$ cat config.mk
export PLATFORM = sky130hd
export DESIGN_NAME = fb_port_arbiter_flat
export DESIGN_NICKNAME = d
export VERILOG_FILES = /design/src/rtl/fb_port_arbiter_if.sv /design/src/rtl/fb_port_arbiter.sv /design/src/flat_wrapper.sv
export SDC_FILE = /design/constraint.sdc
export NUM_CORES = 1
export LEC_CHECK = 0
export CAP_MARGIN = 5
export CORE_MARGIN = 2
export CORE_UTILIZATION = 18
export DETAILED_ROUTE_END_ITERATION = 16
export PLACE_DENSITY = 0.91
export SYNTH_ARGS = -nofsm -noshare
export SYNTH_HDL_FRONTEND = slang
export SYNTH_SLANG_ARGS = --single-unit
$ cat constraint.sdc
create_clock -name clk -period 1.5 [get_ports clk]
set_input_delay 0.3 -clock clk [delete_from_list [all_inputs] [get_ports clk]]
set_output_delay 0.3 -clock clk [all_outputs]
set_load 0.02 [all_outputs]
$ cat src/rtl/fb_port_arbiter_if.sv
// Frame buffer port bundle: two requesters (draw engine r0, readout engine r1)
// on one side and the single-port frame buffer macro on the other.
// The arbiter connects through the slave modport; requesters and the memory
// model connect through the master modport.
interface fb_port_arbiter_if #(
    parameter int ADDR_W = 12,
    parameter int DATA_W = 12
);
    // draw engine (read/write)
    logic              r0_req;
    logic              r0_we;
    logic [ADDR_W-1:0] r0_addr;
    logic [DATA_W-1:0] r0_data;
    logic              r0_gnt;
    logic              r0_rvalid;

    // readout engine (read only)
    logic              r1_req;
    logic [ADDR_W-1:0] r1_addr;
    logic              r1_gnt;
    logic              r1_rvalid;

    // shared read data
    logic [DATA_W-1:0] rd_rdata;

    // frame buffer macro pins
    logic              FB_CEN;
    logic              FB_WEN;
    logic [ADDR_W-1:0] FB_A;
    logic [DATA_W-1:0] FB_D;
    logic [DATA_W-1:0] FB_Q;

    modport slave (
        input  r0_req, r0_we, r0_addr, r0_data,
        input  r1_req, r1_addr,
        input  FB_Q,
        output r0_gnt, r0_rvalid, r1_gnt, r1_rvalid, rd_rdata,
        output FB_CEN, FB_WEN, FB_A, FB_D
    );

    modport master (
        output r0_req, r0_we, r0_addr, r0_data,
        output r1_req, r1_addr,
        output FB_Q,
        input  r0_gnt, r0_rvalid, r1_gnt, r1_rvalid, rd_rdata,
        input  FB_CEN, FB_WEN, FB_A, FB_D
    );
endinterface

$ cat src/rtl/fb_port_arbiter.sv
// fb_port_arbiter: shares one single-port frame buffer between the draw
// engine (r0, read/write) and the readout engine (r1, read only) with a
// two-way round-robin, plus an optional clear sequencer that fills the
// whole buffer with bg_color.
//
// Build option: define FB_CLEAR_EN to compile in the clear sequencer.
// Without it, clear_start/bg_color are ignored and clear_busy/clear_done
// are tied low; arbitration is unchanged.
//
// Grants and FB_* are combinational so the memory samples them at the next
// rising edge; read-valid flags are registered to line up with the one-cycle
// registered FB_Q.
module fb_port_arbiter #(
    parameter int ADDR_W = 12,
    parameter int DATA_W = 12
) (
    input  logic              clk,
    input  logic              reset,
    input  logic [DATA_W-1:0] bg_color,
    input  logic              clear_start,
    output logic              clear_busy,
    output logic              clear_done,
    fb_port_arbiter_if.slave  bus
);

    // round-robin state: 1 means r1 won the last grant, so r0 wins next tie
    logic last_r1_q;
    logic last_r1_d;

    // read-valid flags, one cycle after a read grant
    logic r0_rvalid_q;
    logic r0_rvalid_d;
    logic r1_rvalid_q;
    logic r1_rvalid_d;

    // port ownership and clear-write view shared by both build variants
    logic              port_free_s;
    logic              clr_wr_s;
    logic [ADDR_W-1:0] clr_addr_s;
    logic [DATA_W-1:0] clr_data_s;

    logic              r0_gnt_s;
    logic              r1_gnt_s;
    logic              fb_cen_s;
    logic              fb_wen_s;
    logic [ADDR_W-1:0] fb_a_s;
    logic [DATA_W-1:0] fb_d_s;

`ifdef FB_CLEAR_EN
    typedef enum logic [1:0] {
        ST_IDLE  = 2'd0,
        ST_CLEAR = 2'd1,
        ST_DONE  = 2'd2
    } clr_state_e;

    localparam logic [ADDR_W-1:0] CNT_LAST = {ADDR_W{1'b1}};
    localparam logic [ADDR_W-1:0] CNT_ONE  = {{(ADDR_W-1){1'b0}}, 1'b1};

    clr_state_e        state_q;
    clr_state_e        state_d;
    logic [ADDR_W-1:0] cnt_q;
    logic [ADDR_W-1:0] cnt_d;
    logic              busy_q;
    logic              busy_d;
    logic              done_q;
    logic              done_d;

    // clear sequencer next state: one write per cycle, wrap and stop after the last word
    always_comb begin
        state_d = state_q;
        cnt_d   = cnt_q;
        case (state_q)
            ST_IDLE: begin
                if (clear_start) begin
                    state_d = ST_CLEAR;
                    cnt_d   = {ADDR_W{1'b0}};
                end else begin
                    state_d = ST_IDLE;
                    cnt_d   = cnt_q;
                end
            end
            ST_CLEAR: begin
                if (cnt_q == CNT_LAST) begin
                    state_d = ST_DONE;
                    cnt_d   = {ADDR_W{1'b0}};
                end else begin
                    state_d = ST_CLEAR;
                    cnt_d   = cnt_q + CNT_ONE;
                end
            end
            ST_DONE: begin
                state_d = ST_IDLE;
                cnt_d   = cnt_q;
            end
            default: begin
                state_d = ST_IDLE;
                cnt_d   = {ADDR_W{1'b0}};
            end
        endcase
        busy_d = (state_d != ST_IDLE);
        done_d = (state_d == ST_DONE);
    end

    // clear sequencer registers; busy/done are registered decodes of the next state
    always_ff @(posedge clk) begin
        if (reset) begin
            state_q <= ST_IDLE;
            cnt_q   <= {ADDR_W{1'b0}};
            busy_q  <= 1'b0;
            done_q  <= 1'b0;
        end else begin
            state_q <= state_d;
            cnt_q   <= cnt_d;
            busy_q  <= busy_d;
            done_q  <= done_d;
        end
    end

    // a clear request in IDLE takes the port this very cycle, so no grant is issued
    assign port_free_s = (state_q == ST_IDLE) && !clear_start;
    assign clr_wr_s    = (state_q == ST_CLEAR);
    assign clr_addr_s  = cnt_q;
    assign clr_data_s  = bg_color;
    assign clear_busy  = busy_q;
    assign clear_done  = done_q;
`else
    logic unused_clear_s;

    assign port_free_s    = 1'b1;
    assign clr_wr_s       = 1'b0;
    assign clr_addr_s     = {ADDR_W{1'b0}};
    assign clr_data_s     = {DATA_W{1'b0}};
    assign clear_busy     = 1'b0;
    assign clear_done     = 1'b0;
    assign unused_clear_s = ^{clear_start, bg_color};
`endif

    // round-robin grant: lone requester wins, on a tie the loser of the last grant wins
    always_comb begin
        r0_gnt_s = 1'b0;
        r1_gnt_s = 1'b0;
        if (!reset && port_free_s) begin
            if (bus.r0_req && (!bus.r1_req || last_r1_q)) begin
                r0_gnt_s = 1'b1;
            end else if (bus.r1_req) begin
                r1_gnt_s = 1'b1;
            end else begin
                r0_gnt_s = 1'b0;
                r1_gnt_s = 1'b0;
            end
        end else begin
            r0_gnt_s = 1'b0;
            r1_gnt_s = 1'b0;
        end
    end

    // frame buffer pin mux; an idle port parks at address/data zero
    always_comb begin
        fb_cen_s = 1'b1;
        fb_wen_s = 1'b1;
        fb_a_s   = {ADDR_W{1'b0}};
        fb_d_s   = {DATA_W{1'b0}};
        if (r0_gnt_s) begin
            fb_cen_s = 1'b0;
            fb_wen_s = !bus.r0_we;
            fb_a_s   = bus.r0_addr;
            fb_d_s   = bus.r0_data;
        end else if (r1_gnt_s) begin
            fb_cen_s = 1'b0;
            fb_wen_s = 1'b1;
            fb_a_s   = bus.r1_addr;
            fb_d_s   = {DATA_W{1'b0}};
        end else if (!reset && clr_wr_s) begin
            fb_cen_s = 1'b0;
            fb_wen_s = 1'b0;
            fb_a_s   = clr_addr_s;
            fb_d_s   = clr_data_s;
        end else begin
            fb_cen_s = 1'b1;
            fb_wen_s = 1'b1;
            fb_a_s   = {ADDR_W{1'b0}};
            fb_d_s   = {DATA_W{1'b0}};
        end
    end

    // next values for the last-winner flag and the read-valid flags
    always_comb begin
        last_r1_d   = last_r1_q;
        r0_rvalid_d = r0_gnt_s && !bus.r0_we;
        r1_rvalid_d = r1_gnt_s;
        if (r0_gnt_s) begin
            last_r1_d = 1'b0;
        end else if (r1_gnt_s) begin
            last_r1_d = 1'b1;
        end else begin
            last_r1_d = last_r1_q;
        end
    end

    // arbitration registers; r1 counts as last winner out of reset so r0 wins first
    always_ff @(posedge clk) begin
        if (reset) begin
            last_r1_q   <= 1'b1;
            r0_rvalid_q <= 1'b0;
            r1_rvalid_q <= 1'b0;
        end else begin
            last_r1_q   <= last_r1_d;
            r0_rvalid_q <= r0_rvalid_d;
            r1_rvalid_q <= r1_rvalid_d;
        end
    end

    assign bus.r0_gnt    = r0_gnt_s;
    assign bus.r1_gnt    = r1_gnt_s;
    assign bus.r0_rvalid = r0_rvalid_q;
    assign bus.r1_rvalid = r1_rvalid_q;
    assign bus.rd_rdata  = bus.FB_Q;
    assign bus.FB_CEN    = fb_cen_s;
    assign bus.FB_WEN    = fb_wen_s;
    assign bus.FB_A      = fb_a_s;
    assign bus.FB_D      = fb_d_s;

endmodule

$ cat src/flat_wrapper.sv
// flat-port wrapper written by rule: the top's interface ports become plain ports
module fb_port_arbiter_flat 
#(
    parameter int ADDR_W = 12,
    parameter int DATA_W = 12
)
  (clk, reset, bg_color, clear_start, clear_busy, clear_done, bus_r0_req, bus_r0_we, bus_r0_addr, bus_r0_data, bus_r1_req, bus_r1_addr, bus_FB_Q, bus_r0_gnt, bus_r0_rvalid, bus_r1_gnt, bus_r1_rvalid, bus_rd_rdata, bus_FB_CEN, bus_FB_WEN, bus_FB_A, bus_FB_D);
  fb_port_arbiter_if #(.ADDR_W(ADDR_W), .DATA_W(DATA_W)) bus_i ();
  input  logic clk;
  input  logic reset;
  input  logic [DATA_W-1:0] bg_color;
  input  logic clear_start;
  output logic clear_busy;
  output logic clear_done;
  input wire logic [$bits(bus_i.r0_req)-1:0] bus_r0_req;
  input wire logic [$bits(bus_i.r0_we)-1:0] bus_r0_we;
  input wire logic [$bits(bus_i.r0_addr)-1:0] bus_r0_addr;
  input wire logic [$bits(bus_i.r0_data)-1:0] bus_r0_data;
  input wire logic [$bits(bus_i.r1_req)-1:0] bus_r1_req;
  input wire logic [$bits(bus_i.r1_addr)-1:0] bus_r1_addr;
  input wire logic [$bits(bus_i.FB_Q)-1:0] bus_FB_Q;
  output wire logic [$bits(bus_i.r0_gnt)-1:0] bus_r0_gnt;
  output wire logic [$bits(bus_i.r0_rvalid)-1:0] bus_r0_rvalid;
  output wire logic [$bits(bus_i.r1_gnt)-1:0] bus_r1_gnt;
  output wire logic [$bits(bus_i.r1_rvalid)-1:0] bus_r1_rvalid;
  output wire logic [$bits(bus_i.rd_rdata)-1:0] bus_rd_rdata;
  output wire logic [$bits(bus_i.FB_CEN)-1:0] bus_FB_CEN;
  output wire logic [$bits(bus_i.FB_WEN)-1:0] bus_FB_WEN;
  output wire logic [$bits(bus_i.FB_A)-1:0] bus_FB_A;
  output wire logic [$bits(bus_i.FB_D)-1:0] bus_FB_D;
  assign bus_i.r0_req = bus_r0_req;
  assign bus_i.r0_we = bus_r0_we;
  assign bus_i.r0_addr = bus_r0_addr;
  assign bus_i.r0_data = bus_r0_data;
  assign bus_i.r1_req = bus_r1_req;
  assign bus_i.r1_addr = bus_r1_addr;
  assign bus_i.FB_Q = bus_FB_Q;
  assign bus_r0_gnt = bus_i.r0_gnt;
  assign bus_r0_rvalid = bus_i.r0_rvalid;
  assign bus_r1_gnt = bus_i.r1_gnt;
  assign bus_r1_rvalid = bus_i.r1_rvalid;
  assign bus_rd_rdata = bus_i.rd_rdata;
  assign bus_FB_CEN = bus_i.FB_CEN;
  assign bus_FB_WEN = bus_i.FB_WEN;
  assign bus_FB_A = bus_i.FB_A;
  assign bus_FB_D = bus_i.FB_D;
  fb_port_arbiter #(.ADDR_W(ADDR_W), .DATA_W(DATA_W)) u_core (.clk(clk), .reset(reset), .bg_color(bg_color), .clear_start(clear_start), .clear_busy(clear_busy), .clear_done(clear_done), .bus(bus_i));
endmodule
# Word level (Yosys, flattened, before mapping)
# Index checks and enable logic that the tools add are counted.
# classes
n_eq_ne	0
n_lt_le_gt_ge	0
muxes	13
multipliers	0
n_reduce_logical	6
bitwise	0
div	0
add_sub_neg	0
n_shift	0
# ops
op	count
2-to-1 mux 12 bit	3
2-to-1 mux 1 bit	10
logical AND 1 bit	2
zero test 1 bit	2
nonzero test 2 bit	1
logical OR 1 bit	1
# word_totals
rom_bits	0
ramBits	0
regBits	3
n_memories	0
output_inout_bits	44
elab_cells	22
latchBits	0
input_bits	66

# Longest topological paths before layout
# logic_depth
ltp_word	7
depth_mapped	4
depth_no_buf	3

# Least setup slack after synthesis
# Ideal clock, no wire load.
# synth_path
path_kind	register -> output
from	register u_core.last_r1_q
to	output bus_FB_A[10]
slack_ns	0.120
arrival_ns	1.080
t_required_ns	1.200
path_buffers	1
stages_incl_launch_ff	5
path_cell_list	dfxtp_1 > nand2b_1 > buf_2 > a32oi_1 > nor2_1
# synth_between
elab_chain_len	6
elab_cells_between_ends	8
classes_between	mux (6); reduce/logical (2)
# synth_rtl
element	line_no	text
start, declared	fb_port_arbiter.sv:27	logic last_r1_q;
start signal, assigned	fb_port_arbiter.sv:207	last_r1_q <= last_r1_d;
logical OR 1 bit *	fb_port_arbiter.sv:143	if (bus.r0_req && (!bus.r1_req || last_r1_q)) begin
logical AND 1 bit *	fb_port_arbiter.sv:143	
2-to-1 mux 1 bit	fb_port_arbiter.sv:143	
2-to-1 mux 1 bit	fb_port_arbiter.sv:142	if (!reset && port_free_s) begin
2-to-1 mux 12 bit	fb_port_arbiter.sv:168	end else if (r1_gnt_s) begin
2-to-1 mux 12 bit *	fb_port_arbiter.sv:163	if (r0_gnt_s) begin
end, declared	flat_wrapper.sv:29	output wire logic [$bits(bus_i.FB_A)-1:0] bus_FB_A;
# Every way passes the cells marked *; elsewhere a longest branch is shown, timed or not.

# Worst setup path after layout
# layout_path
from	register u_core.last_r1_q
to	output bus_FB_A[9]
# The elaborated chain is that of the path after synthesis.

==> results by group <==
Synthesis
  • Area leader, netlist: buf_4
  • Cell Area, Synth: 498 µm²
  • Async set or reset register ratio after synthesis: 0%
  • Post-synth cell types: 16
  • Register area share after synthesis: 12.1%
  • Warnings, synthesis: 0
  • Top-area cell type share of the netlist area: between 20% and 30%
  • Synth Instances: 72
  • Syn Area/Cell: slightly below 7 µm²
  • Cell with the most instances after synthesis: buf_4
  • Number of enable flip-flop cells after synthesis: 0
  • Most area-consuming cells after synthesis: buf_4 (21%), a32oi_1 (21%), and2_1 (15%)
  • Seq cells post-synth: 3
  • Top_reg_cell synth: dfxtp_1
  • Most frequent cells after synthesis: buf_4 (14), a32oi_1 (12), and2_1 (12), nor2_1 (12), buf_2 (4)

Placement
  • HPWL after detailed placement: 1.75 mm
  • Placer congestion estimate: between 0.6 and 0.7
  • IO Port Bufs: 70
  • Pre-CTS worst setup slack: -0.809 ns
  • DP Area: 1170 µm²

Setup path
  • Crit path from: u_core.last_r1_q$_SDFFE_PP1P_
  • Max FO, Critical Path: 6
  • Crit path kind: reg -> out
  • RR Startpoint: u_core.last_r1_q$_SDFFE_PP1P_
  • Worst EP arrival: 1.26 ns
  • Flop-to-flop setup slack: 0.63 ns
  • CP startpoint kind: flop
  • Worst Path Required: 1.20 ns
  • Crit. End Element: primary output

STA
  • Setup Viol. Count Final: 12
  • WHS: 0.390 ns
  • Fin crit period: 1.56 ns
  • RSZ-0062 raised after global routing: yes
  • Fmax: 0.639 GHz
  • Slew Limit Fails: 0
  • PnR worst setup slack: -0.0639 ns
  • Hold Fails Final Rpt: 0
  • Fin crit share: 104%
  • Final clock skew: 0.00914 ns

Routing
  • Post-DRT Antenna Nets: 0
  • DR pass1 iterations: 2
  • Number of vias per cell: 4.53
  • DRT iter0 DRCs: 17
  • DRC viols: 0
  • Drt wl/cell: 13.9 µm
  • Final Routed Wirelength: 2.34 mm
  • Vias post-DR: 766

Global routing
  • First-pass GRT wire length: 3.68 mm
  • Total Routing Usage GR: 14.4%
  • Initial antenna violation count: 0
  • Number of global-route vias before repair: 782
  • Grt ovf: 0
  • Largest net degree at the start of global routing: 17

Floorplan
  • Die width: 56.6 µm
  • Core area: 2690 µm²
  • Die H: 56.6 µm
  • I/O pin count: between 100 and 150
  • Rows: 19
  • Initial Utilization: 18.5%
  • Die ar.: 3200 µm²

CTS
  • CTS tree: yes
  • Hold_buf cts: 0
  • CTS Buf Count: 3
  • Clk sinks: 3
  • Reg clk slew, reported paths: 0.04 ns
  • Clk root buf: clkbuf_4
  • CTS max path bufs: 2
  • Worst-skew pair later-pin latency: 0.24 ns
  • CTS HTree Levels: 1

Run status
  • Run status: complete, but fails checks
  • Failing checks: setup timing

Power
  • Tot Pwr: 0.604 mW
  • Cell Pwr Density: 474 nW/µm²
  • Leakage: 0.567 nW
  • Peak VDD IR: 0.348 mV

Final layout
  • Diodes inserted: 0
  • Core Util, Final: 47.5%
  • # nets final: 205
  • Final instance area: ~1300 µm²
  • Area grow syn2layout: 156%
  • Layout cell share with drive strength beyond 1: 45.7%

Hold path
  • Hold crit path type: in -> reg
  • Hold Path Origin: bus_r1_req

Run
  • Max Cap Violations: 0
==> where the power goes <==
group	leakage, nW	internal [mW]	switching, mW	total, mW
combinational	0.528	0.216	0.153	0.369
sequential	0.0249	0.0844	0.00442	0.0888
clock	0.0150	0.100	0.0462	0.146
total	0.567	0.400	0.204	0.604
==> state kept, by name, summed over array words and instances, names as in the netlist <==
name	count
u_core.bus.r0_rvalid	1
u_core.bus.r1_rvalid	1
u_core.last_r1_q	1
==> cell type report <==
cell class | count | area [µm²]
fillers | 268 | 1410
repair buffers | 80 | 761
multi-input cells | 51 | 385
flip-flops and latches | 3 | 63.8
well taps | 31 | 38.8
clock buffers | 4 | 26.3
==> worst paths after layout <==
path	endpoint	cells after the start
setup / recovery	bus_FB_A[9]	5
hold / removal	u_core.last_r1_q$_SDFFE_PP1P_	3
setup reg to reg	u_core.bus.r1_rvalid$_SDFF_PP0_	3
hold reg to reg	u_core.last_r1_q$_SDFFE_PP1P_	2
==> layout by cell type (no fill, tap or decap) <==
| cell | instances |
|---|---|
| a21boi_2 | 1 |
| a32oi_1 | 11 |
| a32oi_2 | 1 |
| and2_4 | 12 |
| buf_2 | 6 |
| buf_4 | 14 |
| buf_6 | 19 |
| clkbuf_1 | 1 |
| clkbuf_4 | 3 |
| clkdlybuf4s15_1 | 1 |
| clkdlybuf4s15_2 | 1 |
| clkdlybuf4s50_1 | 39 |
| conb_1 | 2 |
| dfxtp_1 | 2 |
| dfxtp_4 | 1 |
| nand2_1 | 2 |
| nand2b_1 | 1 |
| nand2b_4 | 2 |
| nor2_1 | 12 |
| nor2_4 | 1 |
| nor2b_1 | 1 |
| nor2b_4 | 2 |
| nor3_1 | 1 |
| o21ai_0 | 1 |
| o21bai_1 | 1 |
==> through the flow <==
step / std cells / TNS (ns)
after global routing: 169 / -1.96
final: 169 / -0.634
after global placement: 163 / -20.25
after detailed placement: 163 / -21.11
after CTS: 169 / -0.731
after floorplan: 73 / 0
==> cell families (layout without fill, tap and decap cells) <==
group	count (synthesis)	after routing	synth area share (%)
AOI/OAI and AO/OA	15	15	25.9
and+or+nand+nor	34	34	35.4
buffers and inverters	19	84	25.9
other	1	2	0.753
DFF	3	3	12.1
==> per-layer routing <==
layer | track usage, % | share of wire (%) | vias up
met2 | 28.7 | 58 | 40
met1 | 12.8 | 31 | 354
met4 | 4.42 | 0.73 | 0
met5 | 0 | 0 | -
li1 | - | - | 366
met3 | 5.53 | 9.9 | 6
==> worst max-delay path: stages, from the launching register on <==
cell and delay [ns]:
dfxtp_4 0.36, nand2b_4 0.15, buf_6 0.13, a32oi_1 0.16, nor2_1 0.07, buf_4 0.15
==> what timing repair did <==
| action | in CTS | in global routing |
|---|---|---|
| setup endpoints to repair | 28 | 28 |
| gates resized for setup | 164 | 21 |
| cloned | 1 | 0 |
| setup buffers | 1 | 0 |
| pin swaps | 11 | 14 |
Power figures use the tool's default switching activity.
